`src/rtl/dircc_rx_mailbox_pkg.sv`:
```
// Shared constants for the DiRCC receive mailbox writer.
//   - CSR word indices and STATUS/CTRL bit positions
//   - receive FSM state encoding
//   - slot header bit positions
//   - saturating 8-bit increment used by the drop counter
package dircc_rx_mailbox_pkg;

   localparam logic [1:0] CSR_STATUS = 2'd0;
   localparam logic [1:0] CSR_HEAD   = 2'd1;
   localparam logic [1:0] CSR_TAIL   = 2'd2;
   localparam logic [1:0] CSR_CTRL   = 2'd3;

   localparam int unsigned STATUS_COUNT_LSB = 0;
   localparam int unsigned STATUS_FULL_BIT  = 9;
   localparam int unsigned STATUS_OVF_BIT   = 10;
   localparam int unsigned STATUS_DROP_LSB  = 16;

   localparam int unsigned CTRL_EN_BIT    = 0;
   localparam int unsigned CTRL_IRQEN_BIT = 1;
   localparam int unsigned CTRL_CLR_BIT   = 8;

   localparam int unsigned HDR_TRUNC_BIT = 15;
   localparam int unsigned HDR_LEN_W     = 15;

   typedef enum logic [1:0] {
      IDLE    = 2'd0,
      PAYLOAD = 2'd1,
      LENGTH  = 2'd2,
      PUBLISH = 2'd3
   } state_t;

   function automatic logic [7:0] sat_inc8(input logic [7:0] v);
      return (v == 8'hFF) ? v : v + 8'd1;
   endfunction

endpackage

```
`src/rtl/dircc_node_rx_mailbox_writer_if.sv`:
```
// Signal bundle of the receive mailbox writer.
//   rx_*   : inbound 16-bit message stream (valid/ready, sop/eop)
//   mem_*  : processing memory second port (s2), write-only use
//   csr_*  : CSR slave towards the Nios core
//   irq    : level interrupt
// slave is the mailbox writer's view; master is the surrounding system's view.
interface dircc_node_rx_mailbox_writer_if;

   logic [15:0] rx_data;
   logic        rx_valid;
   logic        rx_startofpacket;
   logic        rx_endofpacket;
   logic        rx_ready;

   logic [14:0] mem_address2;
   logic [15:0] mem_writedata2;
   logic [1:0]  mem_byteenable2;
   logic        mem_chipselect2;
   logic        mem_write2;
   logic        mem_clken2;

   logic [1:0]  csr_address;
   logic        csr_read;
   logic        csr_write;
   logic [31:0] csr_writedata;
   logic [31:0] csr_readdata;
   logic        irq;

   modport slave (
      input  rx_data, rx_valid, rx_startofpacket, rx_endofpacket,
      output rx_ready,
      output mem_address2, mem_writedata2, mem_byteenable2, mem_chipselect2,
      output mem_write2, mem_clken2,
      input  csr_address, csr_read, csr_write, csr_writedata,
      output csr_readdata, irq
   );

   modport master (
      output rx_data, rx_valid, rx_startofpacket, rx_endofpacket,
      input  rx_ready,
      input  mem_address2, mem_writedata2, mem_byteenable2, mem_chipselect2,
      input  mem_write2, mem_clken2,
      output csr_address, csr_read, csr_write, csr_writedata,
      input  csr_readdata, irq
   );

endinterface

```
`src/rtl/dircc_rx_slot_ring.sv`:
```
// Head/tail/count bookkeeping for the circular slot ring.
//   clk, reset  : clock, synchronous active-high reset
//   publish     : one completed slot becomes visible (head advances)
//   pop         : consumer releases one slot (ignored when empty)
//   head, tail  : slot indices, wrap modulo NUM_SLOTS
//   count       : occupied slots, 0..NUM_SLOTS
//   full, empty : count flags
module dircc_rx_slot_ring #(
   parameter int unsigned NUM_SLOTS = 8,
   parameter int unsigned IDX_W     = $clog2(NUM_SLOTS)
) (
   input  logic             clk,
   input  logic             reset,
   input  logic             publish,
   input  logic             pop,
   output logic [IDX_W-1:0] head,
   output logic [IDX_W-1:0] tail,
   output logic [IDX_W:0]   count,
   output logic             full,
   output logic             empty
);

   logic [IDX_W-1:0] head_q, head_d, tail_q, tail_d;
   logic [IDX_W:0]   count_q, count_d;
   logic             do_pop;

   assign empty  = (count_q == '0);
   assign full   = (count_q == (IDX_W+1)'(NUM_SLOTS));
   assign do_pop = pop & ~empty;

   always_comb begin
      head_d  = head_q;
      tail_d  = tail_q;
      count_d = count_q;
      if (publish) head_d = head_q + IDX_W'(1);
      if (do_pop)  tail_d = tail_q + IDX_W'(1);
      // Simultaneous publish and pop leave the occupancy unchanged.
      case ({publish, do_pop})
         2'b10:   count_d = count_q + (IDX_W+1)'(1);
         2'b01:   count_d = count_q - (IDX_W+1)'(1);
         default: count_d = count_q;
      endcase
   end

   always_ff @(posedge clk) begin
      if (reset) begin
         head_q  <= '0;
         tail_q  <= '0;
         count_q <= '0;
      end else begin
         head_q  <= head_d;
         tail_q  <= tail_d;
         count_q <= count_d;
      end
   end

   assign head  = head_q;
   assign tail  = tail_q;
   assign count = count_q;

endmodule

```
`src/rtl/dircc_node_rx_mailbox_writer.sv`:
```
// Receive mailbox writer: stores inbound messages into a ring of fixed-size slots in processing
// memory (s2 port) and publishes completed slots to the Nios through a CSR slave and level irq.
//   clk, reset : clock, synchronous active-high reset
//   bus        : slave view of the stream, s2 and CSR signal bundle
// Slot word 0 holds the header {truncated, stored_len}; payload occupies words 1..SLOT_WORDS-1.
module dircc_node_rx_mailbox_writer
   import dircc_rx_mailbox_pkg::*;
#(
   parameter int unsigned BASE_ADDR  = 18432,
   parameter int unsigned SLOT_WORDS = 256,
   parameter int unsigned NUM_SLOTS  = 8
) (
   input logic                          clk,
   input logic                          reset,
   dircc_node_rx_mailbox_writer_if.slave bus
);

   localparam int unsigned IDX_W = $clog2(NUM_SLOTS);
   localparam logic [HDR_LEN_W-1:0] MAX_LEN = HDR_LEN_W'(SLOT_WORDS - 1);

   if ((BASE_ADDR + NUM_SLOTS * SLOT_WORDS > 20480) ||
       (SLOT_WORDS < 4) || (SLOT_WORDS > 32768) || ((SLOT_WORDS & (SLOT_WORDS - 1)) != 0) ||
       (NUM_SLOTS < 2) || (NUM_SLOTS > 256) || ((NUM_SLOTS & (NUM_SLOTS - 1)) != 0))
   begin : gen_cfg_err
      $error("dircc_node_rx_mailbox_writer: invalid slot ring configuration");
   end

   state_t                 state_q, state_d;
   logic [HDR_LEN_W-1:0]   len_q, len_d;
   logic                   trunc_q, trunc_d;
   logic [14:0]            mem_addr_q, mem_addr_d;
   logic [15:0]            mem_data_q, mem_data_d;
   logic                   mem_wr_q, mem_wr_d;
   logic [7:0]             drop_q, drop_d;
   logic                   ovf_q, ovf_d;
   logic                   enable_q, enable_d, irq_en_q, irq_en_d;
   logic [31:0]            rdata_q, rdata_d;
   logic                   irq_q, irq_d;

   logic                   rx_ready_c, accept, drop_ev, ovf_ev, publish, pop, ctrl_wr, clr;
   logic [IDX_W-1:0]       head, tail;
   logic [IDX_W:0]         count;
   logic                   full, empty;
   logic [14:0]            slot_base;
   logic                   unused_wdata;

   dircc_rx_slot_ring #(
      .NUM_SLOTS (NUM_SLOTS),
      .IDX_W     (IDX_W)
   ) u_ring (
      .clk     (clk),
      .reset   (reset),
      .publish (publish),
      .pop     (pop),
      .head    (head),
      .tail    (tail),
      .count   (count),
      .full    (full),
      .empty   (empty)
   );

   // head only moves in PUBLISH, so the base is stable for the whole message.
   assign slot_base = 15'(BASE_ADDR + int'(head) * SLOT_WORDS);

   always_comb begin
      state_d    = state_q;
      len_d      = len_q;
      trunc_d    = trunc_q;
      mem_wr_d   = 1'b0;
      mem_addr_d = mem_addr_q;
      mem_data_d = mem_data_q;
      rx_ready_c = 1'b0;
      accept     = 1'b0;
      drop_ev    = 1'b0;
      ovf_ev     = 1'b0;
      publish    = 1'b0;
      unique case (state_q)
         IDLE: begin
            rx_ready_c = enable_q & ~full;
            accept     = bus.rx_valid & rx_ready_c;
            if (accept) begin
               if (bus.rx_startofpacket) begin
                  mem_wr_d   = 1'b1;
                  mem_addr_d = slot_base + 15'd1;
                  mem_data_d = bus.rx_data;
                  len_d      = HDR_LEN_W'(1);
                  trunc_d    = 1'b0;
                  state_d    = bus.rx_endofpacket ? LENGTH : PAYLOAD;
               end else begin
                  drop_ev = 1'b1;
               end
            end
         end
         PAYLOAD: begin
            rx_ready_c = 1'b1;
            accept     = bus.rx_valid;
            if (accept) begin
               if (bus.rx_startofpacket) begin
                  // A new sop closes the current message; the sop halfword itself is lost.
                  drop_ev = 1'b1;
                  state_d = LENGTH;
               end else begin
                  if (len_q < MAX_LEN) begin
                     mem_wr_d   = 1'b1;
                     mem_addr_d = slot_base + len_q + 15'd1;
                     mem_data_d = bus.rx_data;
                     len_d      = len_q + HDR_LEN_W'(1);
                  end else begin
                     trunc_d = 1'b1;
                  end
                  if (bus.rx_endofpacket) state_d = LENGTH;
               end
            end
         end
         LENGTH: begin
            mem_wr_d   = 1'b1;
            mem_addr_d = slot_base;
            mem_data_d = {trunc_q, len_q};
            ovf_ev     = trunc_q;
            state_d    = PUBLISH;
         end
         PUBLISH: begin
            publish = 1'b1;
            state_d = IDLE;
         end
         default: state_d = IDLE;
      endcase
   end

   always_comb begin
      pop      = bus.csr_write & (bus.csr_address == CSR_TAIL);
      ctrl_wr  = bus.csr_write & (bus.csr_address == CSR_CTRL);
      clr      = ctrl_wr & bus.csr_writedata[CTRL_CLR_BIT];
      enable_d = ctrl_wr ? bus.csr_writedata[CTRL_EN_BIT] : enable_q;
      irq_en_d = ctrl_wr ? bus.csr_writedata[CTRL_IRQEN_BIT] : irq_en_q;
      // Clear first so an event in the same cycle is not lost.
      drop_d = clr ? 8'd0 : drop_q;
      if (drop_ev) drop_d = sat_inc8(drop_d);
      ovf_d = clr ? 1'b0 : ovf_q;
      if (ovf_ev) ovf_d = 1'b1;
      rdata_d = rdata_q;
      if (bus.csr_read) begin
         rdata_d = '0;
         unique case (bus.csr_address)
            CSR_STATUS: begin
               rdata_d[STATUS_COUNT_LSB +: 9] = 9'(count);
               rdata_d[STATUS_FULL_BIT]       = full;
               rdata_d[STATUS_OVF_BIT]        = ovf_q;
               rdata_d[STATUS_DROP_LSB +: 8]  = drop_q;
            end
            CSR_HEAD: rdata_d[IDX_W-1:0] = head;
            CSR_TAIL: rdata_d[IDX_W-1:0] = tail;
            CSR_CTRL: begin
               rdata_d[CTRL_EN_BIT]    = enable_q;
               rdata_d[CTRL_IRQEN_BIT] = irq_en_q;
            end
         endcase
      end
      irq_d = irq_en_q & ~empty;
   end

   always_ff @(posedge clk) begin
      if (reset) begin
         state_q    <= IDLE;
         len_q      <= '0;
         trunc_q    <= 1'b0;
         mem_addr_q <= '0;
         mem_data_q <= '0;
         mem_wr_q   <= 1'b0;
         drop_q     <= '0;
         ovf_q      <= 1'b0;
         enable_q   <= 1'b0;
         irq_en_q   <= 1'b0;
         rdata_q    <= '0;
         irq_q      <= 1'b0;
      end else begin
         state_q    <= state_d;
         len_q      <= len_d;
         trunc_q    <= trunc_d;
         mem_addr_q <= mem_addr_d;
         mem_data_q <= mem_data_d;
         mem_wr_q   <= mem_wr_d;
         drop_q     <= drop_d;
         ovf_q      <= ovf_d;
         enable_q   <= enable_d;
         irq_en_q   <= irq_en_d;
         rdata_q    <= rdata_d;
         irq_q      <= irq_d;
      end
   end

   assign bus.rx_ready        = rx_ready_c;
   assign bus.mem_address2    = mem_addr_q;
   assign bus.mem_writedata2  = mem_data_q;
   assign bus.mem_write2      = mem_wr_q;
   assign bus.mem_chipselect2 = mem_wr_q;
   assign bus.mem_byteenable2 = 2'b11;
   assign bus.mem_clken2      = 1'b1;
   assign bus.csr_readdata    = rdata_q;
   assign bus.irq             = irq_q;

   assign unused_wdata = ^{bus.csr_writedata[31:9], bus.csr_writedata[7:2]};

endmodule
```
`src/flat_wrapper.sv`:
```
// flat-port wrapper written by rule: the top's interface ports become plain ports
module dircc_node_rx_mailbox_writer_flat import dircc_rx_mailbox_pkg::*;
#(
   parameter int unsigned BASE_ADDR  = 18432,
   parameter int unsigned SLOT_WORDS = 256,
   parameter int unsigned NUM_SLOTS  = 8
)
  (clk, reset, bus_rx_data, bus_rx_valid, bus_rx_startofpacket, bus_rx_endofpacket, bus_rx_ready, bus_mem_address2, bus_mem_writedata2, bus_mem_byteenable2, bus_mem_chipselect2, bus_mem_write2, bus_mem_clken2, bus_csr_address, bus_csr_read, bus_csr_write, bus_csr_writedata, bus_csr_readdata, bus_irq);
  dircc_node_rx_mailbox_writer_if bus_i ();
  input logic clk;
  input logic reset;
  input wire logic [$bits(bus_i.rx_data)-1:0] bus_rx_data;
  input wire logic [$bits(bus_i.rx_valid)-1:0] bus_rx_valid;
  input wire logic [$bits(bus_i.rx_startofpacket)-1:0] bus_rx_startofpacket;
  input wire logic [$bits(bus_i.rx_endofpacket)-1:0] bus_rx_endofpacket;
  output wire logic [$bits(bus_i.rx_ready)-1:0] bus_rx_ready;
  output wire logic [$bits(bus_i.mem_address2)-1:0] bus_mem_address2;
  output wire logic [$bits(bus_i.mem_writedata2)-1:0] bus_mem_writedata2;
  output wire logic [$bits(bus_i.mem_byteenable2)-1:0] bus_mem_byteenable2;
  output wire logic [$bits(bus_i.mem_chipselect2)-1:0] bus_mem_chipselect2;
  output wire logic [$bits(bus_i.mem_write2)-1:0] bus_mem_write2;
  output wire logic [$bits(bus_i.mem_clken2)-1:0] bus_mem_clken2;
  input wire logic [$bits(bus_i.csr_address)-1:0] bus_csr_address;
  input wire logic [$bits(bus_i.csr_read)-1:0] bus_csr_read;
  input wire logic [$bits(bus_i.csr_write)-1:0] bus_csr_write;
  input wire logic [$bits(bus_i.csr_writedata)-1:0] bus_csr_writedata;
  output wire logic [$bits(bus_i.csr_readdata)-1:0] bus_csr_readdata;
  output wire logic [$bits(bus_i.irq)-1:0] bus_irq;
  assign bus_i.rx_data = bus_rx_data;
  assign bus_i.rx_valid = bus_rx_valid;
  assign bus_i.rx_startofpacket = bus_rx_startofpacket;
  assign bus_i.rx_endofpacket = bus_rx_endofpacket;
  assign bus_rx_ready = bus_i.rx_ready;
  assign bus_mem_address2 = bus_i.mem_address2;
  assign bus_mem_writedata2 = bus_i.mem_writedata2;
  assign bus_mem_byteenable2 = bus_i.mem_byteenable2;
  assign bus_mem_chipselect2 = bus_i.mem_chipselect2;
  assign bus_mem_write2 = bus_i.mem_write2;
  assign bus_mem_clken2 = bus_i.mem_clken2;
  assign bus_i.csr_address = bus_csr_address;
  assign bus_i.csr_read = bus_csr_read;
  assign bus_i.csr_write = bus_csr_write;
  assign bus_i.csr_writedata = bus_csr_writedata;
  assign bus_csr_readdata = bus_i.csr_readdata;
  assign bus_irq = bus_i.irq;
  dircc_node_rx_mailbox_writer #(.BASE_ADDR(BASE_ADDR), .SLOT_WORDS(SLOT_WORDS), .NUM_SLOTS(NUM_SLOTS)) u_core (.clk(clk), .reset(reset), .bus(bus_i));
endmodule
```
`config.mk`:
```
export PLATFORM = sky130hd
export DESIGN_NAME = dircc_node_rx_mailbox_writer_flat
export DESIGN_NICKNAME = d
export VERILOG_FILES = /design/src/rtl/dircc_rx_mailbox_pkg.sv /design/src/rtl/dircc_node_rx_mailbox_writer_if.sv /design/src/rtl/dircc_rx_slot_ring.sv /design/src/rtl/dircc_node_rx_mailbox_writer.sv /design/src/flat_wrapper.sv
export SDC_FILE = /design/constraint.sdc
export NUM_CORES = 1
export LEC_CHECK = 0
export BUFFER_PORTS_ARGS = -buffer_cell sky130_fd_sc_hd__buf_4
export CAP_MARGIN = 20
export CELL_PAD_IN_SITES_DETAIL_PLACEMENT = 0
export CELL_PAD_IN_SITES_GLOBAL_PLACEMENT = 1
export CORE_MARGIN = 2
export CORE_UTILIZATION = 35
export DETAILED_ROUTE_END_ITERATION = 16
export GPL_TIMING_DRIVEN = 0
export HOLD_SLACK_MARGIN = 0.08
export MAX_ROUTING_LAYER = met4
export PLACE_DENSITY = 0.8
export SYNTH_ARGS = -nofsm -noshare
export SYNTH_HDL_FRONTEND = slang
export SYNTH_SLANG_ARGS = --single-unit
```
`constraint.sdc`:
```
create_clock -name clk -period 2.3 [get_ports clk]
set_clock_uncertainty 0.05 [all_clocks]
set_input_delay 0 -clock clk [delete_from_list [all_inputs] [get_ports clk]]
set_output_delay 0 -clock clk [all_outputs]
set_load 0.1 [all_outputs]
```
==> results of run 1 <==
==> power groups by stage <==
| stage | Clock (mW) | Combinational [mW] | Sequential (mW) |
|---|---|---|---|
| floorplan | 0 | 1.31 | 3.07 |
| global route | 1.41 | 3.47 | 1.84 |
| global placement | 0 | 3.16 | 1.84 |
| detailed placement | 0 | 3.19 | 1.84 |
| CTS | 1.37 | 3.24 | 1.81 |
| finish | 1.33 | 3.30 | 1.82 |
==> cell families (layout without fill, tap and decap cells) <==
family                   Yosys count  count (layout)  share of synthesized area
multiplexers                      34              34                     0.0780
AO/OA/AOI/OAI                     88              88                      0.140
other                              2              21                    0.00171
XOR/XNOR                          21              21                     0.0420
AND/OR/NAND/NOR                  194             194                      0.222
flip-flops                        86              86                      0.393
buffers and inverters             62             185                     0.0751
adder cells (fa/ha/maj)           16              16                     0.0474
==> per-stage QoR <==
step / instances / setup slack (ns)
global route: 813 / -0.108
CTS: 802 / -0.0286
detailed placement: 763 / -0.313
global placement: 763 / -0.252
floorplan: 522 / 0.00760
finish: 813 / 0.00528
==> worst min-delay path by stage <==
| stage | start | end | slack, ns | cells after the start |
|---|---|---|---|---|
| 3_5_place_dp | bus_csr_writedata[1] | u_core.irq_en_q$_SDFFE_PP0N_ | 0.20 | 3 |
| 5_1_grt | bus_csr_address[1] | u_core.bus.csr_readdata[2]$_SDFFE_PP0P_ | 0.16 | 4 |
| 4_1_cts | bus_csr_write | u_core.u_ring.tail[1]$_SDFFE_PP0P_ | 0.13 | 5 |
| 3_3_place_gp | bus_csr_writedata[1] | u_core.irq_en_q$_SDFFE_PP0N_ | 0.18 | 3 |
| 6_report | bus_csr_address[1] | u_core.bus.csr_readdata[2]$_SDFFE_PP0P_ | 0.12 | 4 |
| 2_1_floorplan | bus_csr_writedata[0] | u_core.enable_q$_SDFFE_PP0N_ | 0.09 | 2 |
==> cells in the mapped netlist (all sizes together) (10+ instances only) <==
master,number
nor2b,14
a21oi,35
nor2,73
clkbuf,20
nand2,26
buf,31
nand4,11
xnor2,10
xor2,11
dfxtp,86
ha,15
inv,11
mux2i,33
nand3,18
and2,14
a211oi,25
==> what timing repair did <==
item / in CTS / in global routing
hold endpoints to repair: 27 / 0
pin swaps: 3 / 10
gates resized for setup: 13 / 21
setup buffers: 1 / 11
hold buffers: 24 / 0
setup endpoints to repair: 21 / 33
==> sequential cells by signal, summed over array words and instances (netlist names) <==
signal and cells:
u_core.bus.csr_readdata 14, u_core.bus.irq 1, u_core.bus.mem_address2 15, u_core.bus.mem_chipselect2 1
u_core.bus.mem_writedata2 16, u_core.drop_q 8, u_core.enable_q 1, u_core.irq_en_q 1
u_core.len_q 15, u_core.ovf_q 1, u_core.state_q 2, u_core.trunc_q 1
u_core.u_ring.count 4, u_core.u_ring.head 3, u_core.u_ring.tail 3
==> final cells by class <==
cell class / count / area (um2) / share of cell area
well taps: 168 / 210 / 0.0353
multi-input cells: 374 / 2520 / 0.423
flip-flops and latches: 86 / 1730 / 0.290
plain buffers: 50 / 298 / 0.0500
inverters: 11 / 41.3 / 0.00693
clock buffers: 11 / 243 / 0.0407
repair buffers: 109 / 891 / 0.150
clock inverters: 4 / 23.8 / 0.00399
==> worst max-delay path, stage by stage, from the launching register on <==
cell	delay, ns
dfxtp_4	0.37
nor4_4	0.35
nor3_4	0.08
ha_2	0.20
ha_1	0.27
a21o_1	0.17
a21oi_2	0.16
xnor2_2	0.09
or3_4	0.37
a21oi_2	0.11
==> metal layers <==
layer	up-vias	global-route usage	share of wire
met2	113	0.296	0.48
met4	0	0.0754	0.018
met5	-	-	0
met3	21	0.0366	0.047
met1	1844	0.222	0.46
li1	1993	-	-
==> flow_metrics.env, run 1 <==
export IMPL_yosys_area_top_type="dfxtp_1"
export IMPL_cts_root_buffer="clkbuf_16"
export IMPL_fin_area_um2=5960
export IMPL_htree_num_levels=3
export IMPL_synth_cell_types=52
export IMPL_syn_area_um2=4380
export IMPL_worst_ep_arrival_time_ns=2.51
export IMPL_rr_startpoint="u_core.u_ring.count[0]$_SDFFE_PP0P_"
export IMPL_reg2reg_slack_ns=0.005
export IMPL_ant_nets=0
export IMPL_status="complete, no violations"
export IMPL_leakage_nw=2.48
export IMPL_cp_required_ns=2.51
export IMPL_area_growth_pct=36.0
export IMPL_worstSetupPathType="reg -> reg"
export IMPL_fin_nets=714
export IMPL_grt_max_degree=14
export IMPL_fp_row_count=40
export IMPL_wl_um=11600
export IMPL_p_sw_frac=0.486
export IMPL_maxCapViolCount=0
export IMPL_synthTopCellsByArea="dfxtp_1 (39%), mux2i_1 (7.5%), nor2_1 (6.3%), a211oi_1 (4.3%), ha_1 (4.3%)"
export IMPL_die_h_um=116
export IMPL_cts_clk_slew_worst_paths_ns=0.06
export IMPL_die_w_um=116
export IMPL_powerDensity_nw_per_um2=1080
export IMPL_grt_antenna_before_repair=0
export IMPL_worst_pin_slew_ns=0.801
export IMPL_dp_hpwl_um=8310
export IMPL_ys_warnings_count=0
export IMPL_final_common_cell="buf_4"
export IMPL_cp_endpoint="u_core.u_ring.count[3]$_SDFFE_PP0P_"
export IMPL_min_path_type="in -> reg"
export IMPL_setup_violations=0
export IMPL_drv_slew=0
export IMPL_yosys_most_used_dff="dfxtp_1"
export IMPL_pwr_share_clk=0.206
export IMPL_r2r_end="u_core.u_ring.count[3]$_SDFFE_PP0P_"
export IMPL_synth_top_area_frac=0.393
export IMPL_port_buffers=73
export IMPL_wl_per_cell_um=14.3
export IMPL_syn_inst=503
export IMPL_synth_avg_cell_area_um2=8.71
export IMPL_post_route_util=0.492
export IMPL_max_vdd_ir_drop_uv=649
export IMPL_cts_buffers=9
export IMPL_hold_violations=0
export IMPL_critPathMaxFanout=3
export IMPL_grt_ovfl_total=0
export IMPL_place_area_um2=5220
export IMPL_relSlewSlack=0.466
export IMPL_drive_above_1_share=0.248
export IMPL_clock_sinks=86
export IMPL_rsz0062_at_grt="true"
export IMPL_vias=3971
export IMPL_rr_worst_depth=9
export IMPL_layout_common_cells="buf_4 (107), dfxtp_1 (81), nor2_1 (73)"
export IMPL_clock_latency_ns=0.34
export IMPL_p_seq_frac=0.282
export IMPL_finalPower_mw=6.45
export IMPL_max_freq_mhz=436
export IMPL_diodes=0
export IMPL_grt_pass1_vias=3971
export IMPL_drc=0
export IMPL_critPathCaptureType="flip-flop"
export IMPL_timing_hold_ws_ns=0.118
export IMPL_drt_vias_per_instance=4.88
export IMPL_fin_setup_tns_ns=0
export IMPL_synth_edff_count=0
export IMPL_fin_crit_ns=2.29
export IMPL_pwr_share_comb=0.512
export IMPL_ys_async_sr_fraction=0
export IMPL_p_switching_mw=3.14
export IMPL_initial_utilization=0.362
export IMPL_internal_power_mw=3.31
export IMPL_fillers=1175
export IMPL_clockBufferDepth=2
export IMPL_grt_pass1_wl_um=18700
export IMPL_crit_path_start="u_core.u_ring.count[0]$_SDFFE_PP0P_"
export IMPL_io_pin_count=127
export IMPL_dr_pass1_iters=4
export IMPL_ys_seq_area_frac=0.393
export IMPL_dieArea_um2=13400
export IMPL_grt_use_total=0.183
export IMPL_finalWeightedCongestion=0.847
export IMPL_synth_seq_cells=86
export IMPL_core_area_um2=12100
export IMPL_startpoint_type="flip-flop"
export IMPL_cts_tree="yes"
export IMPL_drtIter0Drc=138
export IMPL_fin_crit_sh=0.998
No activity file was read; power rests on OpenSTA's default activity.
==> run 2: changes to the inputs <==
- BUFFER_PORTS_ARGS: -buffer_cell sky130_fd_sc_hd__buf_4 -> not set
- CORE_UTILIZATION: 35 -> 42
- DONT_BUFFER_PORTS: not set -> 1
- PLACE_DENSITY: 0.8 -> 0.83
==> run 2 against run 1 <==
  * Largest power group is now sequential cells
  * Clock power decreased by 4%
  * Cell area decreased by 10%
  * Sequential power increased by 69%
  * Sequential share of layout area increased by 3.3 points
  * Highest routed layer unchanged
  * Critical endpoint unchanged
  * Via count decreased by 5.9%
==> flow_metrics.env, run 2 (synthesis results as in run 1) <==
export IMPL_p_sw_frac=0.503
export IMPL_seq_area_um2=1730
export IMPL_finalWeightedCongestion=0.897
export IMPL_grt_ovfl_total=0
export IMPL_vias=3737
export IMPL_worst_pin_slew_ns=0.992
export IMPL_worst_ep_arrival_time_ns=2.53
export IMPL_internal_power_mw=3.04
export IMPL_maxCapViolCount=0
export IMPL_dp_hpwl_um=7970
export IMPL_io_pin_count=127
export IMPL_critPathCaptureType="flip-flop"
export IMPL_clockBufferDepth=2
export IMPL_htree_num_levels=3
export IMPL_max_vdd_ir_drop_uv=593
export IMPL_fp_row_count=37
export IMPL_initial_utilization=0.428
export IMPL_max_stage_delay_ns=0.39
export IMPL_largest_reg_flops=16
export IMPL_rr_worst_depth=9
export IMPL_multi_input_comb_area_um2=2510
export IMPL_fin_area_um2=5340
export IMPL_diodes=0
export IMPL_whs_path_depth=5
export IMPL_pwr_share_clk=0.210
export IMPL_p_switching_mw=3.08
export IMPL_drive_above_1_share=0.151
export IMPL_relSlewSlack=0.338
export IMPL_clock_sinks=86
export IMPL_critPathMaxFanout=5
export IMPL_port_buffers=0
export IMPL_fin_nets=643
export IMPL_layout_common_cells="dfxtp_1 (82), nor2_1 (73), buf_4 (37)"
export IMPL_crit_chain="nor4_4, nor3_4, ha_2, ha_1, a21o_1, a21oi_2, xnor2_1, or3_1, a21oi_1"
export IMPL_drt_vias_per_instance=5.26
export IMPL_dr_pass1_iters=4
export IMPL_grt_antenna_before_repair=0
export IMPL_crit_slowest_cell="nor4_4"
export IMPL_dieArea_um2=11300
export IMPL_layout_setup_ws_ns=0.00157
export IMPL_grt_pass1_wl_um=17800
export IMPL_rsz0062_at_grt="true"
export IMPL_grt_max_degree=15
export IMPL_worstSetupPathType="reg -> reg"
export IMPL_grt_use_total=0.203
export IMPL_cts_root_buffer="clkbuf_8"
export IMPL_cts_buffers=9
export IMPL_ant_nets=0
export IMPL_max_freq_mhz=435
export IMPL_cp_required_ns=2.53
export IMPL_status="complete, no violations"
export IMPL_fin_crit_sh=0.999
export IMPL_wl_um=11100
export IMPL_post_route_util=0.522
export IMPL_fillers=980
export IMPL_min_path_type="in -> reg"
export IMPL_final_common_cell="dfxtp_1"
export IMPL_pwr_share_comb=0.289
export IMPL_powerDensity_nw_per_um2=1150
export IMPL_startpoint_type="flip-flop"
export IMPL_die_w_um=106
export IMPL_drv_slew=0
export IMPL_fin_crit_ns=2.30
export IMPL_p_seq_frac=0.502
export IMPL_place_area_um2=4640
export IMPL_leakage_nw=2.11
export IMPL_drtIter0Drc=140
export IMPL_wl_per_cell_um=15.6
export IMPL_core_area_um2=10200
export IMPL_pre_cts_ws_ns=-0.308
export IMPL_area_growth_pct=22.0
export IMPL_die_h_um=106
export IMPL_grt_pass1_vias=3623
export IMPL_clock_latency_ns=0.36
export IMPL_drc=0
export IMPL_cts_clk_slew_worst_paths_ns=0.09
export IMPL_hold_violations=0
export IMPL_setup_violations=0
export IMPL_cts_tree="yes"
run 2: cell types whose count changed in the layout (fill, tap and decap cells not counted), sizes merged:
cell	previous run	this run
clkinv	4	0
clkbuf	31	28
dlygate4sd3	24	26
buf	115	45
clkinvlp	0	1
inv	11	12
bufinv	0	3
run 2: power by group through the flow:
stage	logic [mW]	clock network [mW]	registers (mW)
after global placement	1.57	0	3.10
after global routing	1.92	1.35	3.10
final	1.77	1.28	3.07
after floorplan	1.31	0	3.07
after CTS	1.71	1.30	3.08
after detailed placement	1.63	0	3.11
run 2: timing repair:
action                                  in CTS  in global routing
endpoints found under the setup margin       8                 30
setup buffers                                1                 13
gates resized for setup                     15                 14
pin swaps                                    3                  7
hold buffers                                26                  0
hold endpoints to repair                    42                  0
run 2: worst max-delay path: cells and delay by family, from the launching register on:
family                   cells  cell delay, ns
adder cells (fa/ha/maj)      2            0.47
AO/OA/AOI/OAI                3            0.47
XOR/XNOR                     1            0.09
AND/OR/NAND/NOR              3            0.79
flip-flops                   1            0.36
run 2: final timing paths:
path,startpoint,end,slack [ns]
max,u_core.u_ring.count[3]$_SDFFE_PP0P_,u_core.u_ring.count[3]$_SDFFE_PP0P_,0.002
min,bus_rx_valid,u_core.len_q[6]$_SDFFE_PP0P_,0.08
max reg2reg,u_core.u_ring.count[3]$_SDFFE_PP0P_,u_core.u_ring.count[3]$_SDFFE_PP0P_,0.002
min reg2reg,u_core.drop_q[5]$_SDFF_PP0_,u_core.drop_q[5]$_SDFF_PP0_,0.46
run 2: cell type report:
class / instances / share of cell area
tap: 136 / 0.0318
inverter: 11 / 0.00773
clock buffer: 11 / 0.0246
multi-input combinational: 374 / 0.471
timing repair buffer: 40 / 0.0684
clock inverter: 5 / 0.0199
sequential: 86 / 0.324
buffer: 48 / 0.0534
run 2: per-stage QoR:
stage	TNS, ns	instances	power, mW	hold slack [ns]
CTS	-0.0680	700	6.10	0.0848
finish	0	711	6.13	0.0838
floorplan	0	522	4.38	0.0939
global route	-0.139	711	6.37	0.100
global placement	-1.64	658	4.68	0.0977
detailed placement	-1.67	658	4.74	0.104
run 2: per-layer routing:
| layer | up-vias | track usage | share of wire | wire length (um) |
|---|---|---|---|---|
| li1 | 1852 | - | - | - |
| met2 | 120 | 0.342 | 0.47 | 5280 |
| met5 | - | - | 0 | 0 |
| met4 | 0 | 0.0545 | 0.016 | 179 |
| met3 | 16 | 0.0429 | 0.060 | 664 |
| met1 | 1749 | 0.248 | 0.45 | 5000 |
==> run 3: changes to the inputs <==
- CORE_ASPECT_RATIO: not set -> 1.2
- CORE_MARGIN: 2 -> not set
==> run 3 against run 2 <==
  * Cell area grew 1.7%
  * Core utilization rose by 1.8 points
  * Global-route usage increased by 1.3 points
  * Critical path type unchanged
  * Largest cell class unchanged
==> flow_metrics.env, run 3 (synthesis results as in run 1) <==
export IMPL_internal_power_mw=3.33
export IMPL_r2r_end="u_core.state_q[0]$_SDFFE_PP0P_"
export IMPL_critPathCaptureType="flip-flop"
export IMPL_leakage_nw=2.12
export IMPL_reg2reg_slack_ns=0.09
export IMPL_clockBufferDepth=2
export IMPL_cts_clk_slew_worst_paths_ns=0.06
export IMPL_grt_antenna_before_repair=0
export IMPL_grt_pass1_wl_um=17400
export IMPL_worst_pin_slew_ns=1.02
export IMPL_worst_ep_arrival_time_ns=2.42
export IMPL_vias=3738
export IMPL_grt_use_total=0.217
export IMPL_timing_hold_ws_ns=0.100
export IMPL_post_route_util=0.540
export IMPL_p_switching_mw=3.10
export IMPL_worstHoldStart="bus_rx_valid"
export IMPL_dp_hpwl_um=7870
export IMPL_maxCapViolCount=0
export IMPL_fin_area_um2=5440
export IMPL_largest_reg_flops=16
export IMPL_worstSetupPathType="reg -> reg"
export IMPL_wl_per_cell_um=16.3
export IMPL_drtIter0Drc=271
export IMPL_port_buffers=0
export IMPL_max_freq_mhz=453
export IMPL_cts_root_buffer="clkbuf_16"
export IMPL_initial_utilization=0.436
export IMPL_die_h_um=114
export IMPL_crit_path_start="u_core.state_q[1]$_SDFFE_PP0P_"
export IMPL_hold_violations=0
export IMPL_area_growth_pct=24.0
export IMPL_grt_ovfl_total=0
export IMPL_critPathMaxFanout=10
export IMPL_clock_latency_ns=0.34
export IMPL_cts_buffers=9
export IMPL_place_area_um2=4630
export IMPL_diodes=0
export IMPL_fp_row_count=40
export IMPL_rsz0062_at_grt="true"
export IMPL_grt_max_degree=15
export IMPL_status="complete, no violations"
export IMPL_clock_sinks=86
export IMPL_rr_worst_depth=7
export IMPL_setup_violations=0
export IMPL_fin_crit_sh=0.960
export IMPL_rr_startpoint="u_core.state_q[1]$_SDFFE_PP0P_"
export IMPL_p_seq_frac=0.479
export IMPL_startpoint_type="flip-flop"
export IMPL_htree_num_levels=3
export IMPL_core_area_um2=10100
export IMPL_drt_vias_per_instance=5.32
export IMPL_max_vdd_ir_drop_uv=446
export IMPL_wl_um=11400
export IMPL_cp_required_ns=2.51
export IMPL_grt_pass1_vias=3513
export IMPL_drive_above_1_share=0.155
export IMPL_min_path_type="in -> reg"
export IMPL_cts_tree="yes"
export IMPL_drv_slew=0
export IMPL_fin_nets=644
export IMPL_finalPower_mw=6.44
export IMPL_drc=0
export IMPL_fin_setup_tns_ns=0
export IMPL_dieArea_um2=10800
export IMPL_dr_pass1_iters=4
export IMPL_powerDensity_nw_per_um2=1180
export IMPL_final_common_cell="dfxtp_1"
export IMPL_relSlewSlack=0.321
export IMPL_die_w_um=95.2
export IMPL_fin_crit_ns=2.21
export IMPL_pwr_share_clk=0.251
export IMPL_pwr_share_comb=0.270
export IMPL_finalWeightedCongestion=0.867
export IMPL_p_sw_frac=0.482
export IMPL_ant_nets=0
export IMPL_layout_common_cells="dfxtp_1 (81), nor2_1 (73), buf_4 (36)"
export IMPL_io_pin_count=127
export IMPL_cp_endpoint="u_core.state_q[0]$_SDFFE_PP0P_"
[run 3: cell types whose count changed in the layout (fill, tap and decap cells not counted), sizes merged]
cell	previous run	this run
bufinv	3	2
dlygate4sd3	26	25
clkinvlp	1	0
clkbuf	28	31
clkinv	0	1
[run 3: through the flow]
stage | instances | worst slack, ns
finish | 702 | 0.0912
detailed placement | 648 | -0.279
global placement | 648 | -0.223
floorplan | 522 | 0.00760
CTS | 691 | 0.0206
global route | 702 | -0.00342
[run 3: cell type report]
| cell class | instances | area [um2] |
|---|---|---|
| Timing Repair Buffer | 39 | 368 |
| Clock buffer | 12 | 256 |
| Sequential cell | 86 | 1730 |
| Inverter | 11 | 41.3 |
| Fill cell | 931 | 4620 |
| Multi-Input combinational cell | 374 | 2510 |
| Buffer | 50 | 292 |
| Tap cell | 126 | 158 |
| Clock inverter | 4 | 77.6 |
[run 3: worst max-delay path, stage by stage (launching register included)]
cell and delay, ns:
dfxtp_1 0.39, inv_1 0.12, ha_1 0.22, clkbuf_2 0.25, a21oi_1 0.23, o221ai_1 0.13, dlygate4sd3_1 0.58, a21oi_1 0.15
[run 3: power groups by stage]
stage          combinational, mW  sequential, mW  clock, mW
6_report                    1.74            3.08       1.62
5_1_grt                     1.86            3.12       1.71
4_1_cts                     1.69            3.08       1.64
3_5_place_dp                1.61            3.11          0
3_3_place_gp                1.57            3.10          0
2_1_floorplan               1.31            3.07          0
[run 3: how the worst min path moves through the flow]
| stage | end | slack [ns] | cells after the start |
|---|---|---|---|
| global route | u_core.state_q[1]$_SDFFE_PP0P_ | 0.12 | 4 |
| floorplan | u_core.enable_q$_SDFFE_PP0N_ | 0.09 | 2 |
| CTS | u_core.drop_q[7]$_SDFF_PP0_ | 0.08 | 4 |
| detailed placement | u_core.enable_q$_SDFFE_PP0N_ | 0.11 | 2 |
| global placement | u_core.irq_en_q$_SDFFE_PP0N_ | 0.1 | 2 |
| finish | u_core.bus.mem_chipselect2$_SDFF_PP0_ | 0.10 | 4 |
[run 3: timing repair]
item | in CTS | in global routing
setup buffers | 3 | 11
hold buffers | 25 | 0
pin swaps | 4 | 9
setup endpoints to repair | 18 | 22
gates resized for setup | 14 | 14
hold endpoints to repair | 37 | 0
[run 3: routing by layer]
| layer | track usage | up-vias | wire length (um) |
|---|---|---|---|
| met4 | 0.0879 | 0 | 217 |
| met5 | - | - | 0 |
| met3 | 0.0407 | 17 | 575 |
| met1 | 0.254 | 1749 | 4940 |
| li1 | - | 1854 | - |
| met2 | 0.360 | 118 | 5700 |
